--- src/rtl/fetch_unit_pkg.sv ---
// Shared types and constants for the instruction fetch stage.
// The fetch buffer entry carries the word address, the instruction, and a filled flag.
package fetch_unit_pkg;

   localparam logic [31:0] INST_NOP = 32'h0000_0013;

   typedef struct packed {
      logic [31:0] pc;
      logic [31:0] inst;
      logic        filled;
   } fetch_entry_t;

   function automatic logic [31:0] word_align(input logic [31:0] addr);
      return addr & 32'hFFFF_FFFC;
   endfunction

endpackage

--- src/rtl/fetch_unit_buffer.sv ---
// fetch_buffer: a circular buffer of fetch entries.
// Entries are allocated at the tail and filled in order through an oldest-unfilled pointer.
module fetch_buffer
   import fetch_unit_pkg::*;
#(
   parameter int DEPTH = 4,
   localparam int PW = $clog2(DEPTH),
   localparam int CW = PW + 1
) (
   input  logic          clk_100mhz,
   input  logic          rst_in,
   input  logic          alloc,
   input  logic [31:0]   alloc_pc,
   input  logic          fill,
   input  logic [31:0]   fill_inst,
   input  logic          pop,
   input  logic          flush,
   output fetch_entry_t  head,
   output logic [CW-1:0] count,
   output logic [CW-1:0] unfilled
);

   fetch_entry_t  mem_r [DEPTH];
   logic [PW-1:0] wr_ptr_r;
   logic [PW-1:0] rd_ptr_r;
   logic [PW-1:0] fill_ptr_r;
   logic [CW-1:0] count_r;
   logic [CW-1:0] unfilled_r;

   // Entry storage, pointers and occupancy counters.
   always_ff @(posedge clk_100mhz or negedge rst_in) begin
      if (!rst_in) begin
         for (int i = 0; i < DEPTH; i++) begin
            mem_r[i] <= '{pc: 32'h0000_0000, inst: INST_NOP, filled: 1'b0};
         end
         wr_ptr_r   <= {PW{1'b0}};
         rd_ptr_r   <= {PW{1'b0}};
         fill_ptr_r <= {PW{1'b0}};
         count_r    <= {CW{1'b0}};
         unfilled_r <= {CW{1'b0}};
      end else if (flush) begin
         wr_ptr_r   <= {PW{1'b0}};
         rd_ptr_r   <= {PW{1'b0}};
         fill_ptr_r <= {PW{1'b0}};
         count_r    <= {CW{1'b0}};
         unfilled_r <= {CW{1'b0}};
      end else begin
         if (alloc) begin
            mem_r[wr_ptr_r] <= '{pc: alloc_pc, inst: INST_NOP, filled: 1'b0};
            wr_ptr_r        <= wr_ptr_r + PW'(1);
         end
         if (fill) begin
            mem_r[fill_ptr_r].inst   <= fill_inst;
            mem_r[fill_ptr_r].filled <= 1'b1;
            fill_ptr_r               <= fill_ptr_r + PW'(1);
         end
         if (pop) begin
            rd_ptr_r <= rd_ptr_r + PW'(1);
         end
         count_r    <= count_r + CW'(alloc) - CW'(pop);
         unfilled_r <= unfilled_r + CW'(alloc) - CW'(fill);
      end
   end

   assign head     = mem_r[rd_ptr_r];
   assign count    = count_r;
   assign unfilled = unfilled_r;

endmodule

--- src/rtl/fetch_unit_checker.sv ---
// Protocol checks for fetch_unit.
// The checker flags a response that has no outstanding request, and any request address that is not word aligned.
module fetch_unit_checker #(
   parameter int CW = 3
) (
   input logic          clk_100mhz,
   input logic          rst_in,
   input logic          resp_valid,
   input logic          req_valid,
   input logic [31:0]   req_addr,
   input logic [CW-1:0] unfilled,
   input logic [CW-1:0] drop_cnt
);

   a_resp_has_request: assert property (@(posedge clk_100mhz) disable iff (!rst_in)
      resp_valid |-> ((unfilled != {CW{1'b0}}) || (drop_cnt != {CW{1'b0}})));

   a_req_aligned: assert property (@(posedge clk_100mhz) disable iff (!rst_in)
      req_valid |-> (req_addr[1:0] == 2'b00));

endmodule

--- src/rtl/fetch_unit.sv ---
// Instruction fetch stage: holds the PC, issues in-order word reads and buffers responses for decode.
// Responses to requests issued before a redirect are discarded by counting them in drop_cnt_r.
module fetch_unit
   import fetch_unit_pkg::*;
#(
   parameter logic [31:0] RESET_PC   = 32'h0000_0000,
   parameter int          FIFO_DEPTH = 4
) (
   input  logic        clk_100mhz,
   input  logic        rst_in,
   output logic        imem_req_valid,
   input  logic        imem_req_ready,
   output logic [31:0] imem_req_addr,
   input  logic        imem_resp_valid,
   input  logic [31:0] imem_resp_data,
   input  logic        redirect_in,
   input  logic [31:0] redirect_pc_in,
   output logic        inst_valid_out,
   input  logic        inst_ready_in,
   output logic [31:0] inst_out,
   output logic [31:0] pc_out
);

   localparam int PW = $clog2(FIFO_DEPTH);
   localparam int CW = PW + 1;

   logic [31:0]   fetch_pc_r;
   logic [CW-1:0] drop_cnt_r;
   logic          req_valid_r;

   logic          req_fire_s;
   logic          alloc_s;
   logic          fill_s;
   logic          pop_s;
   logic          head_valid_s;
   fetch_entry_t  head_s;
   logic [CW-1:0] count_s;
   logic [CW-1:0] unfilled_s;
   logic [CW-1:0] count_next_s;
   logic [CW-1:0] drop_next_s;
   logic [CW:0]   credit_next_s;

   // Handshakes and next-state occupancy; redirect squashes allocation and fill.
   always_comb begin
      req_fire_s   = req_valid_r & imem_req_ready;
      head_valid_s = (count_s != {CW{1'b0}}) & head_s.filled;
      pop_s        = head_valid_s & inst_ready_in;
      alloc_s      = req_fire_s & ~redirect_in;
      fill_s       = imem_resp_valid & (drop_cnt_r == {CW{1'b0}}) & ~redirect_in;
      if (redirect_in) begin
         count_next_s = {CW{1'b0}};
         drop_next_s  = drop_cnt_r + unfilled_s + CW'(req_fire_s) - CW'(imem_resp_valid);
      end else begin
         count_next_s = count_s + CW'(alloc_s) - CW'(pop_s);
         if (imem_resp_valid && (drop_cnt_r != {CW{1'b0}})) begin
            drop_next_s = drop_cnt_r - CW'(1);
         end else begin
            drop_next_s = drop_cnt_r;
         end
      end
      credit_next_s = {1'b0, count_next_s} + {1'b0, drop_next_s};
   end

   // PC, discard counter and the registered request-valid credit check.
   always_ff @(posedge clk_100mhz or negedge rst_in) begin
      if (!rst_in) begin
         fetch_pc_r  <= RESET_PC;
         drop_cnt_r  <= {CW{1'b0}};
         req_valid_r <= 1'b0;
      end else begin
         drop_cnt_r  <= drop_next_s;
         req_valid_r <= credit_next_s < (CW+1)'(FIFO_DEPTH);
         if (redirect_in) begin
            fetch_pc_r <= word_align(redirect_pc_in);
         end else if (req_fire_s) begin
            fetch_pc_r <= fetch_pc_r + 32'd4;
         end else begin
            fetch_pc_r <= fetch_pc_r;
         end
      end
   end

   fetch_buffer #(.DEPTH(FIFO_DEPTH)) u_buffer (
      .clk_100mhz (clk_100mhz),
      .rst_in     (rst_in),
      .alloc      (alloc_s),
      .alloc_pc   (fetch_pc_r),
      .fill       (fill_s),
      .fill_inst  (imem_resp_data),
      .pop        (pop_s),
      .flush      (redirect_in),
      .head       (head_s),
      .count      (count_s),
      .unfilled   (unfilled_s)
   );

   fetch_unit_checker #(.CW(CW)) u_checker (
      .clk_100mhz (clk_100mhz),
      .rst_in     (rst_in),
      .resp_valid (imem_resp_valid),
      .req_valid  (imem_req_valid),
      .req_addr   (imem_req_addr),
      .unfilled   (unfilled_s),
      .drop_cnt   (drop_cnt_r)
   );

   // Output presentation; idle values when the head is not ready.
   always_comb begin
      imem_req_valid = req_valid_r;
      imem_req_addr  = fetch_pc_r;
      inst_valid_out = head_valid_s;
      if (head_valid_s) begin
         inst_out = head_s.inst;
         pc_out   = head_s.pc;
      end else begin
         inst_out = INST_NOP;
         pc_out   = 32'h0000_0000;
      end
   end

endmodule

--- config.mk ---
export PLATFORM = sky130hd
export DESIGN_NAME = fetch_unit
export DESIGN_NICKNAME = d
export VERILOG_FILES = /design/src/rtl/fetch_unit_pkg.sv /design/src/rtl/fetch_unit_buffer.sv /design/src/rtl/fetch_unit_checker.sv /design/src/rtl/fetch_unit.sv
export SDC_FILE = /design/constraint.sdc
export NUM_CORES = 1
export LEC_CHECK = 0
export CORE_ASPECT_RATIO = 0.6
export CORE_MARGIN = 2
export CORE_UTILIZATION = 57
export DETAILED_ROUTE_END_ITERATION = 16
export PLACE_DENSITY = 0.86
export SKIP_CTS_REPAIR_TIMING = 1
export SLEW_MARGIN = 10
export SYNTH_ARGS = -nofsm -noshare
export SYNTH_HDL_FRONTEND = slang
export SYNTH_HIERARCHICAL = 1
export SYNTH_SLANG_ARGS = --single-unit
--- constraint.sdc ---
create_clock -name clk_100mhz -period 4.2 [get_ports clk_100mhz]
set_clock_uncertainty 0.2 [all_clocks]
set_input_delay 0.63 -clock clk_100mhz [delete_from_list [all_inputs] [get_ports clk_100mhz]]
set_output_delay 0.63 -clock clk_100mhz [all_outputs]
set_load 0.005 [all_outputs]
==> flow_metrics.py <==
metrics = {
    "yosys": {
        "synth_enable_flop_cells": 0,
        "synthesis.area_per_instance_um2": 13.7,
        "synth_cell_types": 53,
        "ys_dominant_reg_cell": "sky130_fd_sc_hd__dfrtp_1",
        "post-synth-top-area-fraction": 0.507,
        "synth.cell_area_um2": 14500,
        "number_of_warning_messages_in_the_yosys_log": 6,
        "synth_seq_area_share": 0.528,
        "syn-instance-count": 1058,
        "share_of_async_settable_or_async_resettable_flops_after_synthesis": 1.00,
        "synth.most_common_cell": "sky130_fd_sc_hd__dfrtp_1",
        "yosys_register_bits": 306,
        "synth_area_leaders": "sky130_fd_sc_hd__dfrtp_1 (51%), sky130_fd_sc_hd__mux4_2 (10%), sky130_fd_sc_hd__mux2_2 (9.3%)",
        "synth.largest_area_cell": "sky130_fd_sc_hd__dfrtp_1",
        "netlist_top_cells_count": "sky130_fd_sc_hd__dfrtp_1 (294), sky130_fd_sc_hd__mux2_2 (120), sky130_fd_sc_hd__a22o_1 (116)",
    },
    "global_routing": {
        "first_pass_grt_wire_length_mm": 56.6,
        "grt_max_degree": 106,
        "global_route_overflow": 0,
        "grt_antenna_before_repair": 0,
        "gr-usage-all-layers": 0.272,
        "vias_in_the_first_global_route": 10200,
    },
    "timing": {
        "finalSetupViolations": 0,
        "unrepaired_setup_endpoints_after_global_routing": "no",
        "max_slew_margin": 0.245,
        "timing.hold.ws_ns": -0.0601,
        "period_share": 0.924,
        "worst_slew_pin_slew_ns": 1.13,
        "slew_viol_final": 0,
        "period_minus_slack_ns": 3.88,
        "setup-tns-final_ns": 0,
        "hold_viol_final": 60,
        "maxClockFrequency_mhz": 258,
    },
    "floorplan": {
        "fp.dieArea_um2": 26800,
        "fp.coreArea_um2": 25200,
        "fp_rows": 45,
        "chipHeight_um": 128,
        "floorplan.io_pins": 168,
        "initial_core_util": 0.577,
        "die-width_um": 210,
    },
    "clock_network": {
        "clk_path_buf_depth": 3,
        "clk_pin_slew_worst_paths_ns": 0.06,
        "clock_tree.root_cell": "sky130_fd_sc_hd__clkbuf_16",
        "clock_latency_on_the_worst_skew_pair_ns": 0.54,
        "clock-sinks": 306,
        "cts-buffers-inserted": 28,
        "htreeDepth": 1,
        "cts_tree": "built",
    },
    "worst_setup_path": {
        "critPathRequiredTime_ns": 3.37,
        "worstSetupStartpointType": "register",
        "cp_max_fo": 65,
        "rr_worst_depth": 12,
        "worst_ep_arrival_time_ns": 3.05,
        "crit_path_end_kind": "output port",
        "startpoint_to_endpoint_class_of_the_critical_path": "reg -> out",
    },
    "drt": {
        "drt_first_iter_violations": 714,
        "drt-total-wl_mm": 35.5,
        "routed_wire_length_per_instance_um": 22.8,
        "drt-vias-per-instance": 6.31,
        "via_count": 9818,
        "remaining_drc_errors": 0,
        "route.antenna.remaining_nets": 0,
        "drt-pass1-iter-count": 7,
    },
    "layout": {
        "drive_above_1_share": 0.235,
        "antenna_cells": 0,
        "filler_cells": 1735,
        "num-nets-final": 1304,
        "multiInputGateArea_um2": 6330,
        "flow.area_growth_from_synthesis_pct": 19.4,
        "finalInstanceArea_um2": 17300,
        "final_cells": 1557,
        "area.sequential_um2": 7680,
    },
    "placement": {
        "port_buffers": 163,
        "dp_hpwl_mm": 22.2,
        "dpl.cell_count": 1507,
        "gp_congestion": 0.836,
        "postPlaceCellArea_um2": 16400,
    },
    "outcome": {
        "status": "finished with violations",
        "violations": "negative hold slack",
    },
    "worst_hold_path": {
        "hold_path.class": "in -> async",
    },
    "pwr": {
        "vdd_ir_drop_max_mv": 0.284,
        "post-layout-total-power_uw": 8500,
        "powerDensity_nw_per_um2": 490,
        "total_leakage_power_uw": 0.00771,
    },
    "run": {
        "drv.max_cap_violation_count": 0,
    },
}
critical path, stage by stage (launching register included):
cell and delay (ns):
sky130_fd_sc_hd__dfrtp_4 0.41, sky130_fd_sc_hd__buf_4 0.85, sky130_fd_sc_hd__mux4_2 0.62, sky130_fd_sc_hd__and2_1 0.15, sky130_fd_sc_hd__clkdlybuf4s50_1 0.45
placed cells by master (no fill, tap or decap), types with 12 or more instances in the layout:
cell                              Yosys  routed
sky130_fd_sc_hd__mux2_2             120     120
sky130_fd_sc_hd__mux4_2              65      65
sky130_fd_sc_hd__o22a_1              12      12
sky130_fd_sc_hd__ha_1                21      21
sky130_fd_sc_hd__or4_1               16      16
sky130_fd_sc_hd__nor2_1              27      27
sky130_fd_sc_hd__clkbuf_16            0      29
sky130_fd_sc_hd__nand2_1             36      36
sky130_fd_sc_hd__and2_1              69      69
sky130_fd_sc_hd__dfrtp_1            294     292
sky130_fd_sc_hd__dfstp_2             12      12
sky130_fd_sc_hd__clkdlybuf4s50_1      0     161
sky130_fd_sc_hd__a22o_1             116     116
sky130_fd_sc_hd__buf_4               23      24
sky130_fd_sc_hd__inv_1               25      25
sky130_fd_sc_hd__o21ai_0             18      18
sky130_fd_sc_hd__xor2_1              12      12
sky130_fd_sc_hd__a31oi_1             16      16
sky130_fd_sc_hd__o31ai_1             12      12
sky130_fd_sc_hd__nand4_1             12      12
layout make-up:
| type | count | share of cell area |
|---|---|---|
| Sequential cell | 306 | 0.443 |
| Tap cell | 329 | 0.0237 |
| Clock inverter | 14 | 0.00851 |
| Multi-Input combinational cell | 655 | 0.365 |
| Timing Repair Buffer | 191 | 0.109 |
| Clock buffer | 36 | 0.0451 |
| Inverter | 26 | 0.00563 |
through the flow:
step / utilization / hold WS (ns) / worst slack (ns)
after detailed placement: 0.652 / 0.269 / 0.436
after CTS: 0.689 / -0.0306 / 0.321
final: 0.689 / -0.0601 / 0.320
after global placement: 0.652 / 0.260 / 0.539
after global routing: 0.689 / 0.00160 / 0.219
after floorplan: - / 0.134 / 0.654
state kept, by name, summed over array words and instances, names as in the netlist:
| register | count |
|---|---|
| u_buffer/mem_r | 260 |
| drop_cnt_r | 3 |
| u_buffer/wr_ptr_r | 2 |
| imem_req_valid | 1 |
| u_buffer/count | 3 |
| u_buffer/rd_ptr_r | 2 |
| u_buffer/fill_ptr_r | 2 |
| u_buffer/unfilled | 3 |
| imem_req_addr | 30 |
power breakdown:
part	internal (uW)	total, uW	switching, uW
Clock	1490	2590	1100
Sequential	3530	3920	388
Combinational	1190	1990	805
metal layers:
metal / part of all wire / vias up / global-route usage
met5: 0 / - / 0
met4: 0.018 / 0 / 0.0680
met3: 0.075 / 54 / 0.0506
met2: 0.45 / 376 / 0.410
met1: 0.45 / 5156 / 0.412
li1: - / 4232 / -
path summary, 6_finish.rpt:
check / from / to / slack (ns)
max: u_buffer/rd_ptr_r[1] / inst_out[31] / 0.32
min: rst_in / u_buffer/mem_r[169] / -0.06
max reg2reg: u_buffer/rd_ptr_r[1] / imem_req_valid / 0.79
min reg2reg: u_buffer/mem_r[195] / u_buffer/mem_r[195] / 0.28
max in group asynchronous: rst_in / u_buffer/mem_r[201] / 2.98
min in group clk_100mhz: u_buffer/mem_r[195] / u_buffer/mem_r[195] / 0.28
logic make-up (layout without fill, tap and decap cells):
| kind of cell | Yosys count | in the layout | synth area share |
|---|---|---|---|
| flip-flops | 306 | 306 | 0.528 |
| AND/OR/NAND/NOR | 210 | 210 | 0.0861 |
| multiplexers | 199 | 199 | 0.204 |
| AO/OA/AOI/OAI | 187 | 187 | 0.103 |
| buffers and inverters | 106 | 267 | 0.0387 |
| adder cells (fa/ha/maj) | 26 | 26 | 0.0250 |
| XOR/XNOR | 23 | 23 | 0.0139 |
| other | 1 | 10 | 0.000258 |
Note: power is estimated with default switching activity, not from simulation.
